## src/rtl/age_issue_sched_pkg.sv

```systemverilog
// ============================================================================
// Module      : age_issue_sched_pkg
// Description : Shared constants and the entry record for the age-ordered
//               issue scheduler. The defaults here are the parameter
//               defaults used by age_issue_sched.
// Revision    : 1.0 - initial release
// ============================================================================
`default_nettype none

package age_issue_sched_pkg;

    localparam int c_DEPTH  = 4;
    localparam int c_DATA_W = 32;
    localparam int c_TAG_W  = 6;
    localparam int c_AGE_W  = $clog2(c_DEPTH);

    // One scheduler slot at the default geometry.
    typedef struct packed {
        logic                vld;
        logic                rdy;
        logic [c_AGE_W-1:0]  age;
        logic [c_TAG_W-1:0]  tag;
        logic [c_DATA_W-1:0] data;
    } entry_t;

endpackage

`default_nettype wire

```

## src/rtl/age_oldest_sel.sv

```systemverilog
// ============================================================================
// Module      : age_oldest_sel
// Description : Combinational DEPTH-way oldest-first selector. Entry i wins
//               when, against every other candidate j, its age is smaller,
//               or equal with i < j.
// Ports       : cand  - candidate mask
//               age   - per-entry age rank (0 = oldest)
//               grant - one-hot winner
//               idx   - binary index of the winner (0 when none)
//               any   - at least one candidate present
// Revision    : 1.0 - initial release
// ============================================================================
`default_nettype none

module age_oldest_sel
    import age_issue_sched_pkg::*;
#(
    parameter int DEPTH = c_DEPTH,
    parameter int AGE_W = $clog2(DEPTH)
) (
    input  logic [DEPTH-1:0] cand,
    input  logic [AGE_W-1:0] age [DEPTH],
    output logic [DEPTH-1:0] grant,
    output logic [AGE_W-1:0] idx,
    output logic             any
);

    generate
        for (genvar gi = 0; gi < DEPTH; gi++) begin : g_win
            logic w_win;

            always_comb begin
                w_win = cand[gi];
                for (int j = 0; j < DEPTH; j++) begin
                    // Any other candidate that is strictly older, or equally
                    // old at a lower index, knocks this entry out.
                    if (j != gi && cand[j]) begin
                        if ((age[j] < age[gi]) || ((age[j] == age[gi]) && (j < gi))) begin
                            w_win = 1'b0;
                        end
                    end
                end
            end

            assign grant[gi] = w_win;
        end
    endgenerate

    always_comb begin
        idx = '0;
        for (int i = 0; i < DEPTH; i++) begin
            if (grant[i]) begin
                idx = idx | AGE_W'(i);
            end
        end
    end

    assign any = |cand;

endmodule

`default_nettype wire

```

## src/rtl/age_issue_sched.sv

```systemverilog
// ============================================================================
// Module      : age_issue_sched
// Description : Out-of-order issue scheduler. Holds up to DEPTH ops, wakes
//               them on tag broadcast and issues the oldest ready op per
//               cycle. Valid entries always carry the unique ages
//               0..count-1, 0 being the oldest.
// Ports       : clk, rst              - clock, synchronous active-high reset
//               alloc_*               - allocation handshake and payload
//               wake_vld / wake_tag   - tag broadcast
//               out_vld/out_rdy       - issue handshake
//               out_data / out_idx    - selected payload and slot
//               count                 - number of valid entries
//               flush                 - only with AGE_ISSUE_SCHED_FLUSH_EN
// Config      : define AGE_ISSUE_SCHED_FLUSH_EN to add the flush input.
// Revision    : 1.0 - initial release
// ============================================================================
`default_nettype none

module age_issue_sched
    import age_issue_sched_pkg::*;
#(
    parameter int DEPTH  = c_DEPTH,
    parameter int DATA_W = c_DATA_W,
    parameter int TAG_W  = c_TAG_W,
    parameter int AGE_W  = $clog2(DEPTH)
) (
    input  logic              clk,
    input  logic              rst,
`ifdef AGE_ISSUE_SCHED_FLUSH_EN
    input  logic              flush,
`endif
    input  logic              alloc_vld,
    output logic              alloc_rdy,
    input  logic [DATA_W-1:0] alloc_data,
    input  logic [TAG_W-1:0]  alloc_tag,
    input  logic              alloc_ready,
    input  logic              wake_vld,
    input  logic [TAG_W-1:0]  wake_tag,
    output logic              out_vld,
    input  logic              out_rdy,
    output logic [DATA_W-1:0] out_data,
    output logic [AGE_W-1:0]  out_idx,
    output logic [AGE_W:0]    count
);

    localparam logic [AGE_W:0] c_FULL = DEPTH[AGE_W:0];

    typedef struct packed {
        logic              vld;
        logic              rdy;
        logic [AGE_W-1:0]  age;
        logic [TAG_W-1:0]  tag;
        logic [DATA_W-1:0] data;
    } sched_entry_t;

    sched_entry_t     r_ent [DEPTH];
    logic [AGE_W:0]   r_count;

    logic             w_flush;
    logic [DEPTH-1:0] w_cand;
    logic [AGE_W-1:0] w_age [DEPTH];
    logic [DEPTH-1:0] w_grant;
    logic [AGE_W-1:0] w_sel_idx;
    logic             w_any;
    logic             w_issue_fire;
    logic             w_alloc_fire;
    logic [AGE_W-1:0] w_free_idx;
    logic [AGE_W-1:0] w_iss_age;
    logic [AGE_W:0]   w_new_age_full;
    logic             w_new_rdy;

`ifdef AGE_ISSUE_SCHED_FLUSH_EN
    assign w_flush = flush;
`else
    assign w_flush = 1'b0;
`endif

    generate
        for (genvar gi = 0; gi < DEPTH; gi++) begin : g_cand
            assign w_cand[gi] = r_ent[gi].vld & r_ent[gi].rdy;
            assign w_age[gi]  = r_ent[gi].age;
        end
    endgenerate

    age_oldest_sel #(
        .DEPTH (DEPTH),
        .AGE_W (AGE_W)
    ) u_sel (
        .cand  (w_cand),
        .age   (w_age),
        .grant (w_grant),
        .idx   (w_sel_idx),
        .any   (w_any)
    );

    // Lowest-index free slot; only meaningful while count < DEPTH.
    always_comb begin
        w_free_idx = '0;
        for (int i = DEPTH - 1; i >= 0; i--) begin
            if (!r_ent[i].vld) begin
                w_free_idx = AGE_W'(i);
            end
        end
    end

    // alloc_rdy looks only at registered count, so a slot freed by this
    // cycle's issue is not offered until the next cycle.
    assign alloc_rdy    = (r_count < c_FULL);
    assign out_vld      = w_any & ~w_flush;
    assign out_data     = r_ent[w_sel_idx].data;
    assign out_idx      = w_sel_idx;
    assign count        = r_count;

    assign w_issue_fire = out_vld & out_rdy;
    assign w_alloc_fire = alloc_vld & alloc_rdy & ~w_flush;
    assign w_iss_age    = r_ent[w_sel_idx].age;

    // A new op is the youngest of the entries that survive this edge.
    assign w_new_age_full = r_count - (AGE_W + 1)'(w_issue_fire);
    assign w_new_rdy      = alloc_ready | (wake_vld & (wake_tag == alloc_tag));

    always_ff @(posedge clk) begin
        if (rst || w_flush) begin
            for (int i = 0; i < DEPTH; i++) begin
                r_ent[i].vld <= 1'b0;
                r_ent[i].rdy <= 1'b0;
                r_ent[i].age <= '0;
            end
            r_count <= '0;
        end else begin
            for (int i = 0; i < DEPTH; i++) begin
                if (w_issue_fire && w_grant[i]) begin
                    r_ent[i].vld <= 1'b0;
                    r_ent[i].rdy <= 1'b0;
                end else if (w_alloc_fire && (w_free_idx == AGE_W'(i))) begin
                    r_ent[i].vld  <= 1'b1;
                    r_ent[i].rdy  <= w_new_rdy;
                    r_ent[i].age  <= w_new_age_full[AGE_W-1:0];
                    r_ent[i].tag  <= alloc_tag;
                    r_ent[i].data <= alloc_data;
                end else if (r_ent[i].vld) begin
                    if (wake_vld && (r_ent[i].tag == wake_tag)) begin
                        r_ent[i].rdy <= 1'b1;
                    end
                    // Close the gap left by the issued entry.
                    if (w_issue_fire && (r_ent[i].age > w_iss_age)) begin
                        r_ent[i].age <= r_ent[i].age - AGE_W'(1);
                    end
                end
            end
            r_count <= r_count + (AGE_W + 1)'(w_alloc_fire) - (AGE_W + 1)'(w_issue_fire);
        end
    end

endmodule

`default_nettype wire

```

## config.mk

```make
export PLATFORM = sky130hd
export DESIGN_NAME = age_issue_sched
export DESIGN_NICKNAME = d
export VERILOG_FILES = /design/src/rtl/age_issue_sched_pkg.sv /design/src/rtl/age_oldest_sel.sv /design/src/rtl/age_issue_sched.sv
export SDC_FILE = /design/constraint.sdc
export NUM_CORES = 1
export LEC_CHECK = 0
export CORE_MARGIN = 4
export CORE_UTILIZATION = 34
export CTS_BUF_LIST = sky130_fd_sc_hd__clkbuf_16
export DETAILED_ROUTE_END_ITERATION = 6
export PLACE_DENSITY = 0.55
export RECOVER_POWER = 100
export SYNTH_ARGS = -nofsm -noshare
export SYNTH_HDL_FRONTEND = slang
export SYNTH_SLANG_ARGS = --single-unit
```

## constraint.sdc

```tcl
create_clock -name clk -period 7.4 [get_ports clk]
set_input_delay 1.48 -clock clk [delete_from_list [all_inputs] [get_ports clk]]
set_output_delay 1.48 -clock clk [all_outputs]
set_load 0.01 [all_outputs]
```

### Word level (Yosys, flattened, before mapping)

Memories as Yosys holds them, arrays and structs flattened.
Cells that the tools add are included.

* output and inout bits: 39
* memory bits (writable): 168
* word-level logic and storage cells: 237
* input bits: 50
* flip-flop bits (word level): 3
* memories kept: 1

* $add $sub $neg: 7
* magnitude comparators: 17
* equality and inequality tests: 14
* bitwise gates (word level): 36
* reductions and logical operators: 24
* mux-type cells: 137

Memories
* r_ent: words 4, bits a word 42, read ports 5, clocked after memory_dff 0, wr ports 4, RTL line age_issue_sched.sv:56 `sched_entry_t r_ent [DEPTH];`

Operators with widths (count)
* 2-to-1 mux 1 bit: 123
* equality test 6 bit: 5
* OR 1 bit: 29
* 2-to-1 mux 2 bit: 14
* less-than comparator 2 bit: 12
* logical AND 1 bit: 16
* equality test 2 bit: 6
* greater-than comparator 2 bit: 4
* subtractor 2 x 1 -> 2 bit (second input constant): 4
* AND 1 bit: 7
* logical OR 1 bit: 6
* equality test 2 bit (second input constant): 2
* OR reduction 4 bit: 1
* adder 3 x 1 -> 3 bit: 1
* less-than comparator 3 bit (second input constant): 1
* subtractor 3 x 1 -> 3 bit: 1
* equality test 2 x 1 -> 1 bit (second input constant): 1
* zero test 2 bit: 1
* subtractor 2 x 1 -> 2 bit: 1

### Logic depth before layout (Yosys ltp)

Gate-level depths: netlist of run 1.
An unclocked memory read counts as a cell.

* depth in word-level cells: 22
* depth in mapped cells: 17
* mapped depth without buffers: 15

### Modules after synthesis

From an unflattened synthesis of run 1, not the netlist that was laid out.

* cells, all modules: 497
* area, all modules: 8061.5 µm²

By module, submodules not included
* age_issue_sched: times used 1, area each 7608.5 µm², seq. area each 5084.9 µm², cells an instance 435
* age_oldest_sel: times used 1, area each 452.9 µm², seq. area each 0.0 µm², cells an instance 62

### Worst setup path before layout of run 1

Ideal clock, no wire load.

* path type: input to register
* start: in alloc_vld
* end: mem r_ent[1][38] in the netlist's numbering (data pin)
* path buffers: 1
* setup time: 0.158 ns
* data arrival time: 6.832 ns
* slack: 0.409 ns
* stages: 9
* required time: 7.242 ns
* path through: nor2b_1 -> inv_1 -> nor4b_1 -> nor3_1 -> nor4bb_1 -> nor2_1 -> nor3_4 -> buf_6 -> a211oi_2

RTL lines
* start, declared: RTL line age_issue_sched.sv:32 `input logic alloc_vld,`
* end, declared: RTL line age_issue_sched.sv:56

==> metrics.txt, run 1 <==
first-pass GRT wire length=28.8 mm; clock buffer count from CTS=17; GR peak layer=met2; Synth area leaders=edfxtp_1, nand2_1, nor2b_1; fill count=between 2,000 and 2,500; Syn. warnings=0; sequential area share after synthesis=0.662; synthesized area per cell=approximately 13 um2; I/O Buffers=88; CTS hold repair buffers=0; DPL Wire Length=12.0 mm; Reg2Reg Setup Slack=between 2 and 2.5 ns; drt initial violations=478; violated checks=max-capacitance violations, max-slew violations; Critical Path Max Stage Delay=0.89 ns; fin crit share=0.877; Slew @ Worst Pin=2.62 ns; Synth Register Bits=roughly 170; Area Overhead vs Synth=22.2%; Crit path top cell by count=inv_1; Slew HR=-0.745; worst path cell trace=inv_1, ha_1, nand2b_1, a21oi_1, o22ai_1, o31a_2, inv_1, clkbuf_1, nand2_1, a31oi_1, dlygate4sd3_1; area leader, netlist=edfxtp_1; dpl cell area=8870 um2; initial antenna violation count=3; vias in the first global route=5,167; cell area after synthesis=7680 um2; Post-synth ARST share=0; vias per cell=5.22; fin area=9390 um2; I/O pins=between 80 and 90; arrival time worst endpoint=5.01 ns; global routing usage on met1=0.209; GRT overflow=0; ANT cells=0; CP Launch Type=flop; DIE WIDTH=158 um; pwr dens=approximately 260 nW/um2; H-tree depth=4; routability cong.=between 0.8 and 0.9; Die Ht=158 um; Slew Limit Fails=170; slowest CP cell=clkbuf_1; row cnt=54; RSZ-0062 raised after global routing=no; Final Hold Fails=0; largest net degree at the start of global routing=43; Post-synth EDFFs=about 170; Setup TNS Final=0 ns; Skew-Pair Late Insertion Delay=0.43 ns; DRT Wirelength=18.6 mm; Crit path required time=between 5 and 6 ns; Final Skew=0.0105 ns; Worst Setup End Kind=output port; Global Route met3 Usage=0.0321; syn nets=662; core outline area=22,000 um2; Max Clock Freq=154 MHz; post-cts resize count=0; layout cell share with drive strength beyond 1=0.0695; Tmin final=between 6 and 7 ns; crit path max fanout=38; final setup vio count=0; clock sink total=171; DRC Markers=0; status=finished with violations; post-DR wirelength/cell=19.2 um; CTS tree=built; top_reg_cell synth=edfxtp_1; Post-DRT Antenna Nets=0; starting density of the core=0.349; Leak Pwr=0.00316 uW; Post-CTS Setup Inserts=0; grt met2 use=0.240; CTS max path bufs=2; GRT Total Usage=0.150; Max VDD drop=147 uV; Clock Pin Slew Worst Setup and Hold Paths=0.07 ns; die area=~25,000 um2; top-area cell type share of the netlist area=0.649; worst hold path type=flop to flop; 1st-pass router iterations=4; max-cap violations=6; Layout Nets=748; cell count after synthesis=592; kind of critical path=flop to output port; Netlist cell types=51; CTS root buffer=clkbuf_16; vias=5,065
-- layout make-up --
type / count / area, um2 / area share
clock buffer: 17 / 425 / 0.0453
timing repair buffer: 98 / 930 / 0.0990
multi-input combinational: 374 / 2390 / 0.255
clock inverter: 15 / 148 / 0.0157
inverter: 16 / 60.1 / 0.00640
tap: 280 / 350 / 0.0373
sequential: 171 / 5080 / 0.542
-- placed cells by master, fill, tap and decap left out, types with 6 or more instances in the layout --
master | netlist | routed
nand2_1 | 85 | 85
o21ai_0 | 12 | 12
ha_1 | 19 | 19
xnor2_1 | 15 | 15
a21oi_1 | 10 | 10
a31oi_1 | 32 | 32
inv_1 | 16 | 16
xor2_1 | 21 | 21
nand3_1 | 9 | 9
dlygate4sd3_1 | 0 | 78
nor2b_1 | 49 | 49
clkdlybuf4s50_1 | 0 | 10
edfxtp_1 | 166 | 166
clkbuf_16 | 0 | 17
clkbuf_1 | 18 | 7
nor3_1 | 10 | 10
o22ai_1 | 33 | 33
nor2_1 | 24 | 24
nor4_1 | 6 | 6
-- synthesized netlist by cell type, drive strengths merged (3+ instances only) --
master	count
xor2	21
nand2b	5
a31oi	32
nor4	6
or3	3
clkbuf	18
nor3	11
a211oi	5
edfxtp	166
or2	4
buf	13
dfxtp	5
a21oi	11
nor2	24
o22ai	33
nand4	3
nand3	9
o21ai	13
inv	16
ha	19
o2111ai	4
xnor2	15
nand2	86
nor2b	49
-- stage by stage --
stage | hold slack [ns] | instances | utilization | total power, uW | setup WS, ns
finish | 0.572 | 971 | 0.426 | 2470 | 0.913
global route | 0.645 | 971 | 0.426 | 2580 | 0.585
CTS | 0.587 | 971 | 0.429 | 2520 | 1.29
detailed placement | 0.566 | 939 | 0.403 | 1650 | 1.79
global placement | 0.548 | 939 | 0.403 | 1640 | 1.87
floorplan | 0.579 | 592 | - | 1440 | 0.409
-- where the power goes --
part,internal [uW],leakage [uW],switching [uW]
Clock,497,0.000273,376
Combinational,185,0.00130,252
Sequential,1130,0.00158,34.2
-- registers in the layout, summed over array words and instances (netlist names) --
| signal | cells |
|---|---|
| r_ent | 168 |
| count | 3 |
-- kinds of logic after synthesis --
family                     share of synthesized area
AOI/OAI and AO/OA                              0.101
xor gates and xnor gates                      0.0411
adders and majority gates                     0.0336
buffers and inverters                         0.0264
DFF                                            0.662
muxes                                        0.00424
and+or+nand+nor                                0.132
-- worst paths after layout --
check	start	endpoint	cells after the start
max	r_ent[3][38]	out_data[17]	11
min	count[2]	count[2]	3
max reg2reg	r_ent[1][39]	r_ent[1][38]	14
min reg2reg	count[2]	count[2]	3
-- per-layer routing --
| layer | vias to the layer above | wire, um |
|---|---|---|
| met5 | - | 34 |
| met4 | 6 | 187 |
| met3 | 22 | 986 |
| met2 | 158 | 9000 |
| met1 | 2508 | 8400 |
| li1 | 2371 | - |
-- worst max-delay path: cells and delay by family (launching register included) --
| family | cells | cell delay (ns) |
|---|---|---|
| AO/OA/AOI/OAI | 4 | 1.20 |
| adder cells (fa/ha/maj) | 1 | 0.30 |
| buffers and inverters | 4 | 2.25 |
| flip-flops | 1 | 0.49 |
| AND/OR/NAND/NOR | 2 | 0.32 |
Power figures use the tool's default switching activity.
==> run 2, diff against run 1 <==
--- a/config.mk
+++ b/config.mk
@@ -11,6 +11,7 @@
 export DETAILED_ROUTE_END_ITERATION = 6
 export PLACE_DENSITY = 0.55
 export RECOVER_POWER = 100
+export SKIP_LAST_GASP = 1
 export SYNTH_ARGS = -nofsm -noshare
 export SYNTH_HDL_FRONTEND = slang
 export SYNTH_SLANG_ARGS = --single-unit
==> constraint.sdc (replaced) <==
create_clock -name clk -period 8.1 [get_ports clk]
set_input_delay 1.62 -clock clk [delete_from_list [all_inputs] [get_ports clk]]
set_output_delay 1.62 -clock clk [all_outputs]
set_load 0.01 [all_outputs]
==> metrics.txt, run 2 (synthesized netlist as in run 1, its figures left out) <==
hold_sp=count[2] (unchanged); Slew HR=-0.851 (was -0.745); Crit path required time=6.48 ns (was 5.92 ns); Biggest register=r_ent (unchanged); Sw Ratio=0.268 (about the same); FF/Latch Area=5080 um2 (unchanged); Net Sw Power=605 uW (was 662 uW); minimum hold slack=0.597 ns (was 0.572 ns); Leak Pwr=0.00316 uW (about the same); vias per cell=5.18 (was 5.22); Post-CTS Setup Inserts=0 (unchanged); DRC Markers=0 (unchanged); Area Overhead vs Synth=21.9% (was 22.2%); 1st-pass router iterations=5 (was 4); CTS max path bufs=2 (unchanged); CTS hold repair buffers=0 (unchanged); CTS tree=built (unchanged); post-cts resize count=0 (unchanged); Reg2Reg Setup Slack=1.70 ns (was 2.06 ns); vias=5,043 (was 5,065); H-tree depth=4 (unchanged); I/O pins=89 (unchanged); Slew @ Worst Pin=2.78 ns (was 2.62 ns); vias in the first global route=5,311 (was 5,167); DPL Wire Length=11.8 mm (was 12.0 mm); arrival time worst endpoint=4.98 ns (was 5.01 ns); most common cell after layout, fill and taps aside=edfxtp_1 (unchanged); max-cap violations=5 (was 6); Max VDD drop=152 uV (was 147 uV); Tmin final=6.60 ns; Skew-Pair Late Insertion Delay=0.43 ns (about the same); multi-input logic area=2360 um2 (was 2390 um2); drt initial violations=334 (was 478); WHS Endpoint=count[2] (unchanged); row cnt=54 (unchanged); GRT overflow=0 (unchanged); clock sink total=171 (unchanged); fill count=2,063 (was 2,059); violated checks=max-capacitance violations, max-slew violations (unchanged); first-pass GRT wire length=29.4 mm (was 28.8 mm); final setup vio count=0 (unchanged); DRT Wirelength=18.6 mm (about the same); worst path cell trace=inv_1, ha_1, nor2b_1, o2111ai_1, a211o_1, o31a_2, nand2_1, clkbuf_1, o22ai_1, a31oi_1, dlygate4sd3_1 (was inv_1, ha_1, nand2b_1, a21oi_1, o22ai_1, o31a_2, inv_1, clkbuf_1, nand2_1, a31oi_1, dlygate4sd3_1); fin crit share=0.815; largest net degree at the start of global routing=42 (was 43); Critical Path Max Stage Delay=0.75 ns (was 0.89 ns); Crit Reg-Reg Startpoint=r_ent[3][38] (was r_ent[1][39]); Layout Nets=747 (was 748); starting density of the core=0.349 (unchanged); I/O Buffers=88 (unchanged); Max Clock Freq=151 MHz; Combinational Power Share=0.175 (was 0.177); routability cong.=0.876 (was 0.848); Setup TNS Final=0 ns (unchanged); GRT Total Usage=0.154 (was 0.150); post-DR wirelength/cell=19.2 um (about the same); slowest CP cell=o31a_2 (was clkbuf_1); Flop pwr share=0.471 (about the same); Hold Path Stages=3 (unchanged); core outline area=22,000 um2 (unchanged); Final Hold Fails=0 (unchanged); Slew Limit Fails=155 (was 170); initial antenna violation count=3 (unchanged); crit path max fanout=38 (unchanged); CTS root buffer=clkbuf_16 (unchanged); Post-DRT Antenna Nets=0 (unchanged); Die Ht=158 um (unchanged); pwr dens=241 nW/um2 (was 264 nW/um2); RSZ-0062 raised after global routing=no (unchanged); worst hold path type=flop to flop (unchanged); clock buffer count from CTS=17 (unchanged); Register-to-Register Path Depth=16 (was 14); Clk network pwr share=0.354 (was 0.353); kind of critical path=flop to output port (unchanged); DIE WIDTH=158 um (unchanged); Pint=1650 uW (was 1810 uW); commonest non-fill, non-tap cells in the layout=edfxtp_1, nand2_1, dlygate4sd3_1 (unchanged); max reg flops=168 (unchanged); layout cell share with drive strength beyond 1=0.0638 (was 0.0695); Clock Pin Slew Worst Setup and Hold Paths=0.07 ns (about the same); Final Skew=0.0106 ns (was 0.0105 ns); CP Launch Type=flop (unchanged); die area=25,100 um2 (unchanged); Worst Setup End Kind=output port (unchanged); worst r2r dst=r_ent[1][38] (unchanged); status=finished with violations (unchanged)
-- run 2: changes by cell type in the layout (fill, tap and decap cells not counted), sizes merged --
| cell | change |
|---|---|
| diode | +3 |
| buf | -1 |
-- run 2: critical path, delay by kind of cell (launching register included) --
| family | cells | cell delay [ns] |
|---|---|---|
| buffers and inverters | 3 | 1.36 |
| DFF | 1 | 0.45 |
| adders and majority gates | 1 | 0.31 |
| and+or+nand+nor | 2 | 0.77 |
| AOI/OAI and AO/OA | 5 | 1.62 |
-- run 2: worst max path at each step --
stage | start | depth (start not counted) | slack (ns) | endpoint
5_1_grt | r_ent[1][39] | 15 | 1.12 | r_ent[1][38]
3_3_place_gp | r_ent[1][39] | 10 | 2.41 | out_data[12]
2_1_floorplan | alloc_vld | 9 | 0.97 | r_ent[1][38]
4_1_cts | r_ent[1][39] | 10 | 1.85 | out_data[17]
6_report | r_ent[2][39] | 11 | 1.50 | out_data[17]
3_5_place_dp | r_ent[1][39] | 10 | 2.31 | out_data[17]
-- run 2: power by group through the flow --
stage | Combinational, uW | Clock [uW] | Sequential, uW
global route | 440 | 859 | 1070
floorplan | 242 | 0 | 1070
finish | 395 | 799 | 1060
CTS | 429 | 814 | 1060
global placement | 420 | 0 | 1080
detailed placement | 426 | 0 | 1080
-- run 2: per-layer routing --
metal,vias up,routed length [um],GRT usage
met5,-,0,0
met4,0,308,0.0544
met3,26,1230,0.0446
met2,186,8650,0.234
met1,2455,8470,0.213
li1,2376,-,-
-- run 2: stage by stage --
stage                     instances  power (uW)  cell area (um2)  setup WS, ns   util
after CTS                       970        2310             9440          1.85  0.429
after floorplan                 592        1320             7680         0.969      -
after global routing            972        2370             9360          1.12  0.425
after detailed placement        938        1510             8860          2.31  0.402
after global placement          938        1500             8860          2.41  0.402
final                           973        2260             9360          1.50  0.425
-- run 2: cell type report --
| type | count | share of cell area |
|---|---|---|
| well taps | 280 | 0.0374 |
| clock inverters | 15 | 0.0159 |
| flip-flops and latches | 171 | 0.543 |
| clock buffers | 17 | 0.0454 |
| repair buffers | 97 | 0.0986 |
| diodes | 3 | 0.000802 |
| multi-input cells | 374 | 0.252 |
| inverters | 16 | 0.00641 |
==> run 3, diff against run 2 <==
==> constraint.sdc (replaced) <==
create_clock -name clk -period 6.2 [get_ports clk]
set_input_delay 1.24 -clock clk [delete_from_list [all_inputs] [get_ports clk]]
set_output_delay 1.24 -clock clk [all_outputs]
set_load 0.01 [all_outputs]
==> metrics.txt, run 3 (synthesized netlist as in run 1, its figures left out) <==
pwr dens=318 nW/um2 (was 241 nW/um2); FF/Latch Area=5080 um2 (unchanged); Final Hold Fails=0 (unchanged); drt initial violations=366 (was 334); Placed Cells=939 (was 938); post-route insts no fill=971 (was 973); Worst Setup End Kind=output port (unchanged); Max Clock Freq=178 MHz; most common cell after layout, fill and taps aside=edfxtp_1 (unchanged); CTS root buffer=clkbuf_16 (unchanged); DRC Markers=0 (unchanged); DPL Wire Length=11.9 mm (was 11.8 mm); minimum hold slack=0.597 ns (about the same); final core occ=0.427 (was 0.425); fin crit share=0.908; Final Skew=0.00999 ns (was 0.0106 ns); crit path max fanout=19 (was 38); CP Launch Type=flop (unchanged); violated checks=max-capacitance violations, max-slew violations (unchanged); core outline area=22,000 um2 (unchanged); GRT Total Usage=0.154 (about the same); CTS tree=built (unchanged); largest net degree at the start of global routing=42 (unchanged); worst path cell trace=inv_1, ha_1, nand2b_1, a21oi_1, o22ai_1, o31a_2, inv_1, clkbuf_2, nand2_1, a31oi_1, dlygate4sd3_1 (was inv_1, ha_1, nor2b_1, o2111ai_1, a211o_1, o31a_2, nand2_1, clkbuf_1, o22ai_1, a31oi_1, dlygate4sd3_1); die area=25,100 um2 (unchanged); max-cap violations=4 (was 5); clock sink total=171 (unchanged); multi-input logic area=2370 um2 (was 2360 um2); first-pass GRT wire length=29.5 mm (was 29.4 mm); routability cong.=0.815 (was 0.876); GRT overflow=0 (unchanged); vias in the first global route=5,292 (was 5,311); layout cell share with drive strength beyond 1=0.0709 (was 0.0638); Layout Nets=748 (was 747); max reg flops=168 (unchanged); status=finished with violations (unchanged); dpl cell area=8890 um2 (was 8860 um2); vias=5,043 (unchanged); Clock Pin Slew Worst Setup and Hold Paths=0.07 ns (about the same); Die Ht=158 um (unchanged); slowest CP cell=dlygate4sd3_1 (was o31a_2); commonest non-fill, non-tap cells in the layout=edfxtp_1, nand2_1, dlygate4sd3_1 (unchanged); clock buffer count from CTS=17 (unchanged); Max VDD drop=194 uV (was 152 uV); H-tree depth=4 (unchanged); CTS hold repair buffers=0 (unchanged); Area Overhead vs Synth=22.5% (was 21.9%); initial antenna violation count=2 (was 3); starting density of the core=0.349 (unchanged); Biggest register=r_ent (unchanged); arrival time worst endpoint=4.39 ns (was 4.98 ns); post-DR wirelength/cell=19.4 um (was 19.2 um); RSZ-0062 raised after global routing=no (unchanged); Post-DRT Antenna Nets=0 (unchanged); Leak Pwr=0.00320 uW (was 0.00316 uW); Slew @ Worst Pin=2.77 ns (was 2.78 ns); fin area=9410 um2 (was 9360 um2); final setup vio count=0 (unchanged); Setup TNS Final=0 ns (unchanged); worst hold path type=flop to flop (unchanged); Critical Path Max Stage Delay=0.66 ns (was 0.75 ns); DIE WIDTH=158 um (unchanged); ANT cells=0 (was 3); Post-CTS Setup Inserts=0 (unchanged); I/O pins=89 (unchanged); 1st-pass router iterations=5 (unchanged); Tmin final=5.63 ns; row cnt=54 (unchanged); Crit path required time=4.96 ns (was 6.48 ns); DRT Wirelength=18.8 mm (was 18.6 mm); Skew-Pair Late Insertion Delay=0.42 ns (was 0.43 ns); Crit path top cell by count=inv_1; fill count=2,034 (was 2,063); kind of critical path=flop to output port (unchanged); post-cts resize count=0 (unchanged); Slew Limit Fails=128 (was 155); Slew HR=-0.847 (was -0.851); vias per cell=5.19 (was 5.18); I/O Buffers=88 (unchanged); CTS max path bufs=2 (unchanged)
-- run 3: worst max-delay path: cells and delay by family (launching register included) --
kind / cells / cell delay (ns)
flip-flops: 1 / 0.48
AND/OR/NAND/NOR: 2 / 0.24
AO/OA/AOI/OAI: 4 / 1.07
buffers and inverters: 4 / 1.88
adder cells (fa/ha/maj): 1 / 0.30
-- run 3: worst paths after layout --
path	startpoint	to	slack, ns	depth (start not counted)
max	r_ent[3][38]	out_data[23]	0.57	11
min	count[2]	count[2]	0.60	3
max reg2reg	r_ent[1][39]	r_ent[1][36]	0.82	15
min reg2reg	count[2]	count[2]	0.60	3
-- run 3: routing by layer --
metal / vias to the layer above / GRT usage / wire length [um]
met1: 2510 / 0.203 / 8500
li1: 2378 / - / -
met5: - / 0 / 20
met2: 126 / 0.256 / 9190
met4: 4 / 0.0491 / 306
met3: 25 / 0.0334 / 804
-- run 3: cell type report --
type / count / area share
tap: 280 / 0.0372
inverter: 16 / 0.00638
multi-input combinational: 374 / 0.252
sequential: 171 / 0.540
timing repair buffer: 98 / 0.101
clock buffer: 17 / 0.0452
clock inverter: 15 / 0.0183
-- run 3: per-stage QoR --
stage	power, uW	setup WS [ns]
after floorplan	1720	1.38
after global placement	1980	1.13
after detailed placement	1980	1.09
after CTS	3060	0.676
after global routing	3130	0.265
final	2990	0.570
-- run 3: power breakdown --
| part | total [uW] | switching [uW] | internal [uW] |
|---|---|---|---|
| sequential | 1390 | 38.3 | 1350 |
| combinational | 530 | 307 | 223 |
| clock | 1070 | 439 | 635 |
